File: config.mk
export PLATFORM = sky130hd
export DESIGN_NAME = serial_addsub_flat
export DESIGN_NICKNAME = d
export VERILOG_FILES = /design/src/rtl/serial_addsub_pkg.sv /design/src/rtl/serial_addsub_if.sv /design/src/rtl/serial_addsub_bit_cell.sv /design/src/rtl/serial_addsub.sv /design/src/flat_wrapper.sv
export SDC_FILE = /design/constraint.sdc
export NUM_CORES = 1
export LEC_CHECK = 0
export ABC_AREA = 1
export CAP_MARGIN = 25
export CORE_MARGIN = 8
export CORE_UTILIZATION = 26
export DETAILED_ROUTE_END_ITERATION = 8
export GPL_TIMING_DRIVEN = 0
export SYNTH_ARGS = -nofsm -noshare
export SYNTH_HDL_FRONTEND = slang
export SYNTH_SLANG_ARGS = --single-unit
File: constraint.sdc
create_clock -name clk -period 1.97 [get_ports clk]
set_clock_uncertainty 0.15 [all_clocks]
set_input_delay 0.394 -clock clk [delete_from_list [all_inputs] [get_ports clk]]
set_output_delay 0.394 -clock clk [all_outputs]
set_load 0.005 [all_outputs]
File: src/rtl/serial_addsub_pkg.sv
// Shared types for the bit-serial adder/subtractor: operating mode and control FSM states.
package addsub_pkg;

  typedef enum logic {MODE_SUB = 1'b0, MODE_ADD = 1'b1} addsub_mode_e;

  typedef enum logic {ST_IDLE = 1'b0, ST_RUN = 1'b1} addsub_state_e;

endpackage

File: src/rtl/serial_addsub_if.sv
// Request/response bundle of the bit-serial adder/subtractor. The master issues operands
// with start; the slave answers with busy/done and the registered result.
interface serial_addsub_if #(parameter int WIDTH = 8);

  logic             start;
  logic [WIDTH-1:0] a;
  logic [WIDTH-1:0] b;
  logic             cin;
  logic             a_ns;
  logic             busy;
  logic             done;
  logic [WIDTH-1:0] s;
  logic             cout;
  logic             ovf;

  modport master (
    output start, a, b, cin, a_ns,
    input  busy, done, s, cout, ovf
  );

  modport slave (
    input  start, a, b, cin, a_ns,
    output busy, done, s, cout, ovf
  );

endinterface

File: src/rtl/serial_addsub_bit_cell.sv
// One-bit full adder/subtractor: b is inverted when a_ns=0 so that subtraction is a + ~b + cin.
module addsub_bit_cell (
  input  logic a,
  input  logic b,
  input  logic cin,
  input  logic a_ns,
  output logic s,
  output logic cout
);

  logic b_eff;

  assign b_eff = b ^ ~a_ns;
  assign s     = a ^ b_eff ^ cin;
  assign cout  = (a & b_eff) | (cin & (a ^ b_eff));

endmodule

File: src/rtl/serial_addsub.sv
// Bit-serial WIDTH-bit adder/subtractor: one bit per clock, LSB first, through a single
// cell with its carry fed back through a flip-flop. start/busy/done handshake.
module serial_addsub
  import addsub_pkg::*;
#(
  parameter int WIDTH = 8
) (
  input  logic            clk,
  input  logic            rst_n,
  serial_addsub_if.slave  bus
);

  localparam int CNT_W = $clog2(WIDTH + 1);

  addsub_state_e    state;
  addsub_state_e    state_nxt;
  logic             accept;
  logic             last_step;

  logic [CNT_W-1:0] bit_cnt;
  logic [WIDTH-1:0] a_sr;
  logic [WIDTH-1:0] b_sr;
  logic             carry_q;
  addsub_mode_e     mode_q;

  logic             cell_s;
  logic             cell_cout;

  logic             done_q;
  logic [WIDTH-1:0] s_q;
  logic             cout_q;
  logic             ovf_q;

  addsub_bit_cell u_cell (
    .a    (a_sr[0]),
    .b    (b_sr[0]),
    .cin  (carry_q),
    .a_ns (mode_q),
    .s    (cell_s),
    .cout (cell_cout)
  );

  always_ff @(posedge clk or negedge rst_n) begin
    if (!rst_n) begin
      state <= ST_IDLE;
    end else begin
      state <= state_nxt;
    end
  end

  always_comb begin
    state_nxt = state;
    accept    = 1'b0;
    last_step = 1'b0;
    case (state)
      ST_IDLE: begin
        if (bus.start) begin
          accept    = 1'b1;
          state_nxt = ST_RUN;
        end
      end
      ST_RUN: begin
        if (bit_cnt == CNT_W'(WIDTH - 1)) begin
          last_step = 1'b1;
          state_nxt = ST_IDLE;
        end
      end
      default: state_nxt = ST_IDLE;
    endcase
  end

  // The A register doubles as the result shift register: each step consumes a_sr[0]
  // and the fresh sum bit enters at the MSB, so after WIDTH steps it holds the sum.
  always_ff @(posedge clk or negedge rst_n) begin
    if (!rst_n) begin
      bit_cnt <= '0;
      a_sr    <= '0;
      b_sr    <= '0;
      carry_q <= 1'b0;
      mode_q  <= MODE_SUB;
      done_q  <= 1'b0;
      s_q     <= '0;
      cout_q  <= 1'b0;
      ovf_q   <= 1'b0;
    end else begin
      done_q <= last_step;
      if (accept) begin
        a_sr    <= bus.a;
        b_sr    <= bus.b;
        carry_q <= bus.cin;
        mode_q  <= addsub_mode_e'(bus.a_ns);
        bit_cnt <= '0;
      end else if (state == ST_RUN) begin
        a_sr    <= {cell_s, a_sr[WIDTH-1:1]};
        b_sr    <= {1'b0, b_sr[WIDTH-1:1]};
        carry_q <= cell_cout;
        bit_cnt <= bit_cnt + CNT_W'(1);
      end
      // On the MSB step carry_q is the carry into the MSB, cell_cout the carry out.
      if (last_step) begin
        s_q    <= {cell_s, a_sr[WIDTH-1:1]};
        cout_q <= cell_cout;
        ovf_q  <= carry_q ^ cell_cout;
      end
    end
  end

  assign bus.busy = (state == ST_RUN);
  assign bus.done = done_q;
  assign bus.s    = s_q;
  assign bus.cout = cout_q;
  assign bus.ovf  = ovf_q;

endmodule

File: src/flat_wrapper.sv
// flat-port wrapper written by rule: the top's interface ports become plain ports
module serial_addsub_flat import addsub_pkg::*;
#(
  parameter int WIDTH = 8
)
  (clk, rst_n, bus_start, bus_a, bus_b, bus_cin, bus_a_ns, bus_busy, bus_done, bus_s, bus_cout, bus_ovf);
  serial_addsub_if #(.WIDTH(WIDTH)) bus_i ();
  input  logic clk;
  input  logic rst_n;
  input wire logic [$bits(bus_i.start)-1:0] bus_start;
  input wire logic [$bits(bus_i.a)-1:0] bus_a;
  input wire logic [$bits(bus_i.b)-1:0] bus_b;
  input wire logic [$bits(bus_i.cin)-1:0] bus_cin;
  input wire logic [$bits(bus_i.a_ns)-1:0] bus_a_ns;
  output wire logic [$bits(bus_i.busy)-1:0] bus_busy;
  output wire logic [$bits(bus_i.done)-1:0] bus_done;
  output wire logic [$bits(bus_i.s)-1:0] bus_s;
  output wire logic [$bits(bus_i.cout)-1:0] bus_cout;
  output wire logic [$bits(bus_i.ovf)-1:0] bus_ovf;
  assign bus_i.start = bus_start;
  assign bus_i.a = bus_a;
  assign bus_i.b = bus_b;
  assign bus_i.cin = bus_cin;
  assign bus_i.a_ns = bus_a_ns;
  assign bus_busy = bus_i.busy;
  assign bus_done = bus_i.done;
  assign bus_s = bus_i.s;
  assign bus_cout = bus_i.cout;
  assign bus_ovf = bus_i.ovf;
  serial_addsub #(.WIDTH(WIDTH)) u_core (.clk(clk), .rst_n(rst_n), .bus(bus_i));
endmodule
==> impl_summary.md, run 1 <==
Outcome
The flow ran to the end, and the final reports show no timing, DRC or antenna violations.

Setup path
The family with the most delay on the worst path is buffers and inverters. Together, buffers and inverters on the worst path number 1. The signal on the critical path passes through clkdlybuf4s50_1. The nature of the critical path endpoint is an output pin.

In this design, the stage delay of the slowest critical-path cell is 0.54 ns. The biggest fanout along the worst timing path is 4. The startpoint type of the worst setup path is a flop.

The category of the most critical setup path is reg -> out. The standard cell with the maximum stage delay on the critical path is sky130_fd_sc_hd__clkdlybuf4s50_1. The reg-to-reg setup timing slack is between 0.4 and 0.5 ns. The required time of the worst setup path is 1.43 ns.

The arrival time at the worst endpoint is 1.25 ns.

Clocking
The CTS tree is done. After clock tree synthesis, the flow added hold-fix buffers numbering 0. The root buffer cell chosen for the clock tree is sky130_fd_sc_hd__clkbuf_8.

The register clock-pin slew on the reported worst setup and hold paths is 0.07 ns. The number of levels the H-tree was split into is 2. The clock net in this run drives a total of 34 sinks. For the worst-skew pair, the clock arrives at the later sink with an insertion delay of 0.28 ns. Buffers inserted during clock tree synthesis total 5.

In this run the deepest clock path goes through 2 buffers. Once the clock tree was built, the resizer swapped 0 gates to a different size. In this run the post-CTS setup repair buffer count came out at 0.

Synthesis
The synthesized netlist devotes 2.15% of its cell area to adder and majority cells. The number of distinct standard cells referenced by the synthesized netlist is 15. The post-synthesis area per instance is 8.41 µm². The cell taking the most area after synthesis is sky130_fd_sc_hd__dfrtp_1. When the netlist entered floorplanning its net count stood at approximately 200. The area fraction in and, or, nand and nor cells after synthesis is 33.4%. The area of the mapped netlist is 1510 µm². After Yosys synthesis, XOR and XNOR cells account for less than 1% of the synthesized area. The flop and latch count out of synthesis is 34.

The fraction of the mapped netlist area in compound gates is 0.992%. Ranked by total cell area, the synthesized netlist is headed by sky130_fd_sc_hd__dfrtp_1 56%, sky130_fd_sc_hd__nand2_1 24%, sky130_fd_sc_hd__nand3_1 5.6%. Sequential elements use 56.2% of the synthesized area. The largest family of logic cells by synthesized area is simple AND/OR/NAND/NOR gates.

The area share of the largest cell type after synthesis is 56.2%. The Yosys step of the flow raised 0 warnings. Counting every instance in the synthesized netlist gives 180. In the synthesized netlist, mux cells make up 0% of the area.

Place
The area of placed instances is roughly 1900 µm². In this run, placement finished with an instance count of ~280. The sum of net half-perimeters after detailed placement is 2490 µm. The total of buffers placed on input and output ports is 32. The weighted congestion reported at the end of routability-driven placement is 0.696.

Route
The routed wire length per instance is 11.6 µm. In this run, the number of DRC markers left after iteration 0 of detailed routing was 62. The remaining antenna violation count after routing is 0.

The DRC violation count after routing is 0. For this run, the detailed router's first-pass iteration total came to 6. The routed design has 3370 µm of wire. In this run the top signal layer used is met4. The detail-routed via count per cell is 4.17. The routed length on met2 is 1520 µm. The total met3 wirelength after detailed routing is roughly 230 µm. The detailed router put a total of 1590 µm of wire on met1. Summing over every cut layer, the via total after detailed routing is approximately 1,200.

Floorplan
The die covers about 8500 µm². The row count is 27. The boundary pin count is 33. The standard cell core area is around 5600 µm². The initial standard-cell utilization of the core is 27.2%. The die is 92.3 µm tall. The floorplan die width is 92.3 µm.

Global route
In the global route stage, overall resource usage came out at around 8.9%. The number of antenna violations at the first check in global routing is 0. Entering global routing, the biggest net connects 35 pins. The number of global-route vias before repair is 1,353. Global routing finished with a remaining overflow of 0. The first global-routing pass estimated 6160 µm of wire.

STA
The hold violation count in the final report is 0. Based on the critical path, the design can be clocked at up to ~560 MHz. Setup violations remaining at the end of the flow were counted as 0.

After layout, the minimum clock period comes to between 1.5 and 2 ns. Hold timing on the final database bottoms out at a slack of approximately 0.025 ns. The worst slew margin relative to its limit is between 50% and 60%. For the pin with the worst max-slew slack, the measured transition is 0.748 ns. The final worst-path cycle share is 91.0%. The max-slew violation total from the final report is 0. Setup repair after global routing left no endpoint under its margin.

Cells and area
The net total in the final layout is around 240. Leaving out fill and tap cells, the most frequent cells in the layout are 98 x sky130_fd_sc_hd__nand2_1, 34 x sky130_fd_sc_hd__dfrtp_1, 31 x sky130_fd_sc_hd__clkdlybuf4s50_1. The post-route netlist has 10.0% of its cells at a drive strength greater than 1. The post-route cell area is 2010 µm². The count of non-filler cells in the finished layout is 292. The number of antenna cells inserted is 0. Relative to the synthesized area, the layout overhead comes to 33.1%. The most common cell after layout, fill and taps aside is sky130_fd_sc_hd__nand2_1. The number of filler instances in the final layout is 595. The register area is 851 µm². The area taken by multi-input logic gates is 562 µm².

Power
In this run the static leakage power is 1.01 nW. The maximum vdd drop is 0.476 mV. The power density normalized to cell area is between 1000 and 1500 nW/µm².

Hold path
The path class of the tightest hold or removal check is in -> async.

Run
Across the run, the number of max-cap violations was 0.
cell families (layout without fill, tap and decap cells):
logic type                 count (synthesis)  after routing
DFF                                       34             34
xor gates and xnor gates                   1              1
adders and majority gates                  2              2
and+or+nand+nor                          123            123
AOI/OAI and AO/OA                          3              3
buffers and inverters                     17             57
area by class of cell:
| type | instances | area share (%) |
|---|---|---|
| Clock buffer | 6 | 4.10 |
| Sequential cell | 34 | 42.2 |
| Inverter | 11 | 2.05 |
| Multi-Input combinational cell | 129 | 27.9 |
| Buffer | 6 | 2.98 |
| Tap cell | 72 | 4.47 |
| Timing Repair Buffer | 32 | 15.7 |
| Clock inverter | 2 | 0.621 |
metal layers:
metal  vias to the layer above  GRT usage (%)
met1                       559           10.2
li1                        628              -
met5                         -              0
met3                         4           4.28
met2                        26           14.7
met4                         0           2.01
through the flow:
stage | setup slack (ns) | TNS (ns) | power, mW | util [%]
after global routing | 0.121 | 0 | 3.25 | 36.1
final | 0.178 | 0 | 2.93 | 36.1
after global placement | -0.393 | -13.30 | 2.39 | 34.5
after CTS | 0.146 | 0 | 2.98 | 36.1
after floorplan | 0.548 | 0 | 1.95 | -
after detailed placement | 0.205 | 0 | 2.43 | 34.4
final timing paths:
check,end,start,depth (start not counted)
max reg2reg,u_core.a_sr[7]$_DFFE_PN0P_,u_core.b_sr[0]$_DFFE_PN0P_,5
min reg2reg,u_core.bus.ovf$_DFFE_PN0P_,u_core.bus.ovf$_DFFE_PN0P_,2
max,bus_busy,u_core.bus.busy$_DFF_PN0_,1
max in group asynchronous,u_core.a_sr[6]$_DFFE_PN0P_,rst_n,1
min in group clk,u_core.bus.ovf$_DFFE_PN0P_,u_core.bus.ovf$_DFFE_PN0P_,2
min,u_core.b_sr[2]$_DFFE_PN0P_,rst_n,1
power by group:
group | internal (mW) | switching (mW)
combinational | 0.562 | 0.613
sequential | 1.01 | 0.201
clock | 0.281 | 0.260
flip-flops by register name, indices dropped and copies added (netlist names):
signal	cells
u_core.bus.done	1
u_core.bus.cout	1
u_core.bit_cnt	4
u_core.mode_q	1
u_core.b_sr	8
u_core.bus.s	8
u_core.bus.ovf	1
u_core.a_sr	8
u_core.carry_q	1
u_core.bus.busy	1
synth_stat cells:
master and count:
sky130_fd_sc_hd__dfrtp_1 34, sky130_fd_sc_hd__fa_1 1, sky130_fd_sc_hd__buf_6 4, sky130_fd_sc_hd__a21oi_1 2
sky130_fd_sc_hd__buf_4 2, sky130_fd_sc_hd__inv_2 2, sky130_fd_sc_hd__nor2_4 2, sky130_fd_sc_hd__inv_1 9
sky130_fd_sc_hd__nand2_2 3, sky130_fd_sc_hd__nand2_1 98, sky130_fd_sc_hd__o21ai_1 1, sky130_fd_sc_hd__nand3_1 17
sky130_fd_sc_hd__xor2_1 1, sky130_fd_sc_hd__ha_1 1, sky130_fd_sc_hd__nor2_1 3
(Power assumes the default switching activity.)
==> run 2: changes to the inputs <==
- CORE_ASPECT_RATIO: default -> 1.4
==> impl_summary.md, run 2 (same netlist as run 1, synthesis figures left out) <==
Power
The power density normalized to cell area was 1490 nW/µm² (was 1450 nW/µm²). The maximum vdd drop is 0.392 mV (was 0.476 mV). The sum of internal, switching and leakage power was 3.02 mW (was 2.93 mW). The clock group share of total power came to 20.7% (was 18.5%).

The net switching power came to 1.07 mW (about the same). The switching power share of the total was 35.6% (was 36.7%). The internal power component is 1.94 mW (was 1.85 mW).

The relative contribution of combinational cells to total power is 39.0% (was 40.2%). The share of power burned in registers is 40.2% (was 41.3%). The leakage power summed over all cells is 1.02 nW (was 1.01 nW).

Global route
The number of antenna violations at the first check in global routing came to 0 (unchanged). The final global-route overflow total is 0 (unchanged). The aggregate global-route resource usage is 8.62% (was 8.91%). The number of global-route vias before repair is 1,320 (was 1,353). The wire length of the first global-routing pass is 5820 µm (was 6160 µm). The largest net degree at the start of global routing came to 35 (unchanged).

STA
The highest attainable clock frequency is 557 MHz (was 558 MHz). The hold violation count in the final report is 0 (unchanged). The time the final worst path needs with I/O delays and setup is 1.79 ns (about the same). The worst setup slack after layout was 0.175 ns (was 0.178 ns).

Setup repair after global routing missed its margin: no (unchanged). The final worst-path cycle share came to 91.1% (was 91.0%). The worst slew margin relative to its limit is 49.8% (was 50.1%). The final setup violation count was 0 (unchanged). The slew at the pin closest to its max-slew limit is 0.754 ns (was 0.748 ns). The max-slew violation total from the final report is 0 (unchanged).

Route
The detailed-routing iteration count for the pre-antenna-repair pass is 4 (was 6). The remaining antenna violation count after routing was 0 (unchanged). The DRC violation count after routing is 0 (unchanged). The number of vias after detailed routing came to 1,234 (was 1,217). The final wirelength was 3410 µm (was 3370 µm).

The detail-routed via count per cell was 4.26 (was 4.17). The number of DRC violations after detailed-routing iteration 0 was 68 (was 62). The routed wire length per instance was 11.7 µm (was 11.6 µm).

Floorplan
The standard cell core area is 5740 µm² (was 5570 µm²). The initial standard-cell utilization of the core came to 26.4% (was 27.2%). The die area came to 8550 µm² (was 8520 µm²).

The boundary pin count is 33 (unchanged). The height of the die is 106 µm (was 92.3 µm). The floorplan die width is 80.5 µm (was 92.3 µm).

The row count is 33 (was 27).

Place
The weighted congestion reported at the end of routability-driven placement is 0.738 (was 0.696). The area of placed instances is 1920 µm² (about the same). The total of buffers placed on input and output ports is 32 (unchanged). The sum of net half-perimeters after detailed placement is 2530 µm (was 2490 µm). The number of placed instances, taps included was 282 (was 284).

The setup slack after placement is 0.205 ns (about the same).

Setup path
The category of the most critical setup path is reg -> out (unchanged). The start point of the critical path is u_core.bus.busy$_DFF_PN0_ (unchanged). The arrival time at the worst endpoint is 1.25 ns (about the same). The buffer and inverter count on the worst path is 1 (unchanged).

The source of the worst register-to-register timing path is u_core.b_sr[0]$_DFFE_PN0P_ (unchanged). The peak per-stage delay on the critical path was 0.54 ns (about the same). The biggest fanout along the worst timing path was 4 (unchanged). The nature of the critical path endpoint is an output pin (unchanged). The family with the most delay on the worst path is buffers and inverters (unchanged).

The standard cell with the maximum stage delay on the critical path is sky130_fd_sc_hd__clkdlybuf4s50_1 (unchanged). The required time of the worst setup path is 1.43 ns (about the same). The startpoint type of the worst setup path was a flop (unchanged). Crit path cell chain: clkdlybuf4s50_1 (unchanged).

Clocking
The number of levels the H-tree was split into is 2 (unchanged). The clock root buffer master is sky130_fd_sc_hd__clkbuf_8 (unchanged). The total setup buffers inserted after CTS is 0 (unchanged). The source-to-sink clock delay at the later pin of the worst-skew pair is 0.29 ns (was 0.28 ns). The number of buffers added to fix hold violations after cts came to 0 (unchanged). The number of clock sinks came to 34 (unchanged). The post-cts sizing count is 0 (unchanged).

The number of buffers added by the clock tree synthesis step came to 5 (unchanged). The register clock-pin slew on the reported worst setup and hold paths is 0.07 ns (about the same). The CTS tree is done (unchanged). The deepest clock path buffer count is 2 (unchanged).

Cells and area
The area growth from synthesis to final layout was 33.8% (was 33.1%). The register area is 851 µm² (unchanged). The area taken by multi-input logic gates is 562 µm² (unchanged). Leading cell types in the layout, fill and taps excluded: 98 x sky130_fd_sc_hd__nand2_1, 34 x sky130_fd_sc_hd__dfrtp_1, 31 x sky130_fd_sc_hd__clkdlybuf4s50_1 (unchanged). The number of antenna cells inserted is 0 (unchanged).

The most common cell after layout, fill and taps aside is sky130_fd_sc_hd__nand2_1 (unchanged). The post-route cell area came to 2030 µm² (was 2010 µm²). The count of non-filler cells in the finished layout is 290 (was 292). The core utilization of the finished layout is 35.3% (was 36.1%).

The share of layout cells above drive strength 1 is 10.0% (unchanged). The net total in the final layout came to 242 (unchanged). The number of filler instances in the final layout came to 621 (was 595).

Outcome
Outcome: completed (unchanged).

Hold path
The type of the most critical hold path is in -> async (unchanged).

Run
The count of maximum capacitance violations came to 0 (unchanged).
## run 2: changes by cell type in the layout (fill, tap and decap cells not counted)
cell and delta:
sky130_fd_sc_hd__bufinv_16 +1, sky130_fd_sc_hd__clkbuf_8 -1, sky130_fd_sc_hd__clkinv_2 +1, sky130_fd_sc_hd__clkinvlp_4 -1
## run 2: area by class of cell
type                    count  area share (%)
flip-flops and latches     34            42.0
well taps                  70            4.32
multi-input cells         129            27.7
clock buffers               5            3.40
clock inverters             3            1.98
inverters                  11            2.04
plain buffers               6            2.96
repair buffers             32            15.6
## run 2: metal layers
layer | vias to the layer above | global-route usage [%] | share of wire [%]
met3 | 7 | 2.45 | 5.4
li1 | 625 | - | -
met5 | - | 0 | 0
met4 | 0 | 4.70 | 2.4
met1 | 577 | 8.75 | 39
met2 | 25 | 15.2 | 53
## run 2: metrics by stage
stage / hold slack, ns / setup TNS [ns]
after detailed placement: 0.312 / 0
final: 0.0201 / 0
after floorplan: -0.0516 / 0
after global routing: 0.0778 / 0
after CTS: 0.0527 / 0
after global placement: 0.308 / -13.77
## run 2: worst paths after layout
check | endpoint | slack (ns) | cells after the start
max | bus_busy | 0.18 | 1
max reg2reg | u_core.bus.ovf$_DFFE_PN0P_ | 0.47 | 7
max in group asynchronous | u_core.b_sr[1]$_DFFE_PN0P_ | 1.16 | 1
min in group clk | u_core.bus.cout$_DFFE_PN0P_ | 0.32 | 2
min reg2reg | u_core.bus.cout$_DFFE_PN0P_ | 0.32 | 2
min | u_core.bus.s[2]$_DFFE_PN0P_ | 0.02 | 1
## run 2: power by group through the flow
| stage | sequential (mW) | combinational (mW) | clock [mW] |
|---|---|---|---|
| finish | 1.21 | 1.18 | 0.626 |
| global route | 1.26 | 1.35 | 0.674 |
| CTS | 1.22 | 1.21 | 0.640 |
| detailed placement | 1.23 | 1.20 | 0 |
| global placement | 1.22 | 1.17 | 0 |
| floorplan | 1.19 | 0.765 | 0 |
## run 2: worst reg2reg max path, stage by stage (launching register included)
cell and delay (ns):
sky130_fd_sc_hd__dfrtp_1 0.39, sky130_fd_sc_hd__xor2_1 0.18, sky130_fd_sc_hd__fa_1 0.38, sky130_fd_sc_hd__inv_1 0.12, sky130_fd_sc_hd__nand2_1 0.06, sky130_fd_sc_hd__nand2_1 0.07
sky130_fd_sc_hd__nand2_1 0.05, sky130_fd_sc_hd__nand2_1 0.05
==> run 3: changes to the inputs <==
- GPL_TIMING_DRIVEN: 0 -> default
- MAX_ROUTING_LAYER: default -> met4
==> impl_summary.md, run 3 (same netlist as run 1, synthesis figures left out) <==
Cells and area
Leading cell types in the layout, fill and taps excluded: 98 x sky130_fd_sc_hd__nand2_1, 34 x sky130_fd_sc_hd__dfrtp_1, 32 x sky130_fd_sc_hd__clkdlybuf4s50_1 (was 98 x sky130_fd_sc_hd__nand2_1, 34 x sky130_fd_sc_hd__dfrtp_1, 31 x sky130_fd_sc_hd__clkdlybuf4s50_1). The net total in the final layout is 238 (was 242). The share of layout cells above drive strength 1 was 7.01% (was 10.0%). The number of antenna cells inserted came to 0 (unchanged).

The area taken by multi-input logic gates is 562 µm² (unchanged). The number of filler instances in the final layout was 609 (was 621). The area growth from synthesis to final layout is 29.4% (was 33.8%). The post-route cell area is 1960 µm² (was 2030 µm²). The register area was 851 µm² (unchanged).

The most common cell after layout, fill and taps aside is sky130_fd_sc_hd__nand2_1 (unchanged).

Floorplan
The floorplan die width came to 80.5 µm (unchanged). The standard cell core area was 5740 µm² (unchanged). The row count is 33 (unchanged). The boundary pin count is 33 (unchanged).

The die area is 8550 µm² (unchanged). The initial standard-cell utilization of the core is 26.4% (unchanged). The height of the die came to 106 µm (unchanged).

Power
The net switching power is 1.01 mW (was 1.07 mW). The internal power component is 1.79 mW (was 1.94 mW). The leakage power summed over all cells is 0.978 nW (was 1.02 nW). The power density normalized to cell area is 1430 nW/µm² (was 1490 nW/µm²). The share of power burned in registers is 42.7% (was 40.2%).

The switching power share of the total came to 36.2% (was 35.6%). The clock group share of total power is 17.7% (was 20.7%). The relative contribution of combinational cells to total power is 39.7% (was 39.0%). The maximum vdd drop was 0.438 mV (was 0.392 mV).

Place
The area of placed instances is 1880 µm² (was 1920 µm²). The total of buffers placed on input and output ports is 32 (unchanged). The weighted congestion reported at the end of routability-driven placement was 0.784 (was 0.738). The sum of net half-perimeters after detailed placement is 2420 µm (was 2530 µm).

Setup path
The category of the most critical setup path is reg -> out (unchanged). The peak per-stage delay on the critical path was 0.50 ns (was 0.54 ns). The buffer and inverter count on the worst path is 1 (unchanged). The biggest fanout along the worst timing path is 2 (was 4). Crit path cell chain: clkdlybuf4s50_1 (unchanged).

The required time of the worst setup path is 1.43 ns (about the same). The arrival time at the worst endpoint was 1.13 ns (was 1.25 ns). The logic depth of the worst setup path including buffers was 1 (unchanged). The startpoint type of the worst setup path is a flop (unchanged). The logic depth of the worst register-to-register path is 5 (was 7). The standard cell with the maximum stage delay on the critical path is sky130_fd_sc_hd__clkdlybuf4s50_1 (unchanged). The nature of the critical path endpoint was an output pin (unchanged). The family with the most delay on the worst path is buffers and inverters (unchanged).

Route
The remaining antenna violation count after routing is 0 (unchanged). The detailed-routing iteration count for the pre-antenna-repair pass is 4 (unchanged). The routed wire length per instance is 11.5 µm (was 11.7 µm). The number of vias after detailed routing is 1,194 (was 1,234). The DRC violation count after routing is 0 (unchanged). The number of DRC violations after detailed-routing iteration 0 is 42 (was 68). The final wirelength is 3250 µm (was 3410 µm). The detail-routed via count per cell is 4.20 (was 4.26).

Clocking
The CTS tree was done (unchanged). The number of buffers added by the clock tree synthesis step is 5 (unchanged). The number of buffers added to fix hold violations after cts was 0 (unchanged). The total setup buffers inserted after CTS is 0 (unchanged). The register clock-pin slew on the reported worst setup and hold paths is 0.07 ns (about the same). The post-cts sizing count is 0 (unchanged). The number of levels the H-tree was split into is 2 (unchanged).

The number of clock sinks is 34 (unchanged). The deepest clock path buffer count is 2 (unchanged). The clock root buffer master is sky130_fd_sc_hd__clkbuf_8 (unchanged). The source-to-sink clock delay at the later pin of the worst-skew pair is 0.28 ns (was 0.29 ns).

STA
The slew at the pin closest to its max-slew limit is 0.437 ns (was 0.754 ns). The final total negative setup slack is 0 ns (unchanged). The time the final worst path needs with I/O delays and setup is 1.68 ns (was 1.79 ns). The hold violation count in the final report is 0 (unchanged). The worst slew margin relative to its limit is 70.8% (was 49.8%).

The final-layout worst hold slack is 0.323 ns (was 0.0201 ns). The final worst-path cycle share is 85.2% (was 91.1%). The max-slew violation total from the final report came to 0 (unchanged). Setup repair after global routing missed its margin: no (unchanged).

The highest attainable clock frequency is 596 MHz (was 557 MHz). The final setup violation count is 0 (unchanged).

Global route
The layer with the highest usage after global routing is met2 (unchanged). The wire length of the first global-routing pass is 5870 µm (was 5820 µm). The met1 track utilization from global routing is 9.44% (was 8.75%). The global routing met2 resource utilization was 14.7% (was 15.2%). The final global-route overflow total was 0 (unchanged). The aggregate global-route resource usage was 9.01% (was 8.62%). The largest net degree at the start of global routing is 35 (unchanged). The number of global-route vias before repair came to 1,278 (was 1,320). The number of antenna violations at the first check in global routing was 0 (unchanged). The routing usage on met3 was 2.03% (was 2.45%).

Hold path
The cell depth of the worst hold path is 2. The type of the most critical hold path is reg -> reg (was in -> async).

Outcome
Outcome: completed (unchanged).

Run
The count of maximum capacitance violations came to 0 (unchanged).
[run 3: cell types whose count changed in the layout (fill, tap and decap cells not counted), sizes merged]
| cell | delta |
|---|---|
| buf | -5 |
| clkinv | -2 |
| bufinv | -1 |
| clkbuf | +1 |
| clkdlybuf4s50 | +1 |
[run 3: stage by stage]
stage | std cells | util, % | power, mW | setup slack, ns
after detailed placement | 278 | 32.7 | 2.36 | 0.216
final | 284 | 34.1 | 2.81 | 0.292
after global routing | 284 | 34.1 | 3.11 | 0.225
after global placement | 278 | 32.7 | 2.32 | 0.239
after floorplan | 180 | - | 1.95 | 0.548
after CTS | 284 | 34.1 | 2.87 | 0.270
[run 3: area by class of cell]
class	count	share of cell area (%)
Sequential cell	34	43.4
Inverter	11	2.11
Timing Repair Buffer	34	17.1
Clock buffer	6	4.21
Multi-Input combinational cell	129	28.7
Tap cell	70	4.47
[run 3: power by group through the flow]
stage | clock, mW | combinational, mW | sequential [mW]
3_3_place_gp | 0 | 1.11 | 1.21
2_1_floorplan | 0 | 0.765 | 1.19
4_1_cts | 0.522 | 1.15 | 1.21
3_5_place_dp | 0 | 1.14 | 1.22
6_report | 0.496 | 1.11 | 1.20
5_1_grt | 0.545 | 1.32 | 1.25
[run 3: worst min-delay path, cell delays in order (launching register included)]
cell                      delay, ns
sky130_fd_sc_hd__dfrtp_1       0.35
sky130_fd_sc_hd__nand2_1       0.05
sky130_fd_sc_hd__nand2_1       0.04
[run 3: path summary, 6_finish.rpt]
kind,startpoint,end,slack (ns)
worst max-delay path,u_core.bus.s[2]$_DFFE_PN0P_,bus_s[2],0.29
worst min-delay path,u_core.bus.cout$_DFFE_PN0P_,u_core.bus.cout$_DFFE_PN0P_,0.32
worst max register to register,u_core.b_sr[0]$_DFFE_PN0P_,u_core.a_sr[7]$_DFFE_PN0P_,0.48
worst min register to register,u_core.bus.cout$_DFFE_PN0P_,u_core.bus.cout$_DFFE_PN0P_,0.32
max in group asynchronous,rst_n,u_core.b_sr[2]$_DFFE_PN0P_,0.98
min in group asynchronous,rst_n,u_core.bus.s[2]$_DFFE_PN0P_,0.37
[run 3: metal layers]
layer / vias to the layer above / share of wire (%) / routed length [µm]
met2: 22 / 53 / 1730
met3: 7 / 4.6 / 151
met4: 0 / 2.9 / 95
met5: - / 0 / 0
met1: 547 / 39 / 1270
li1: 618 / - / -
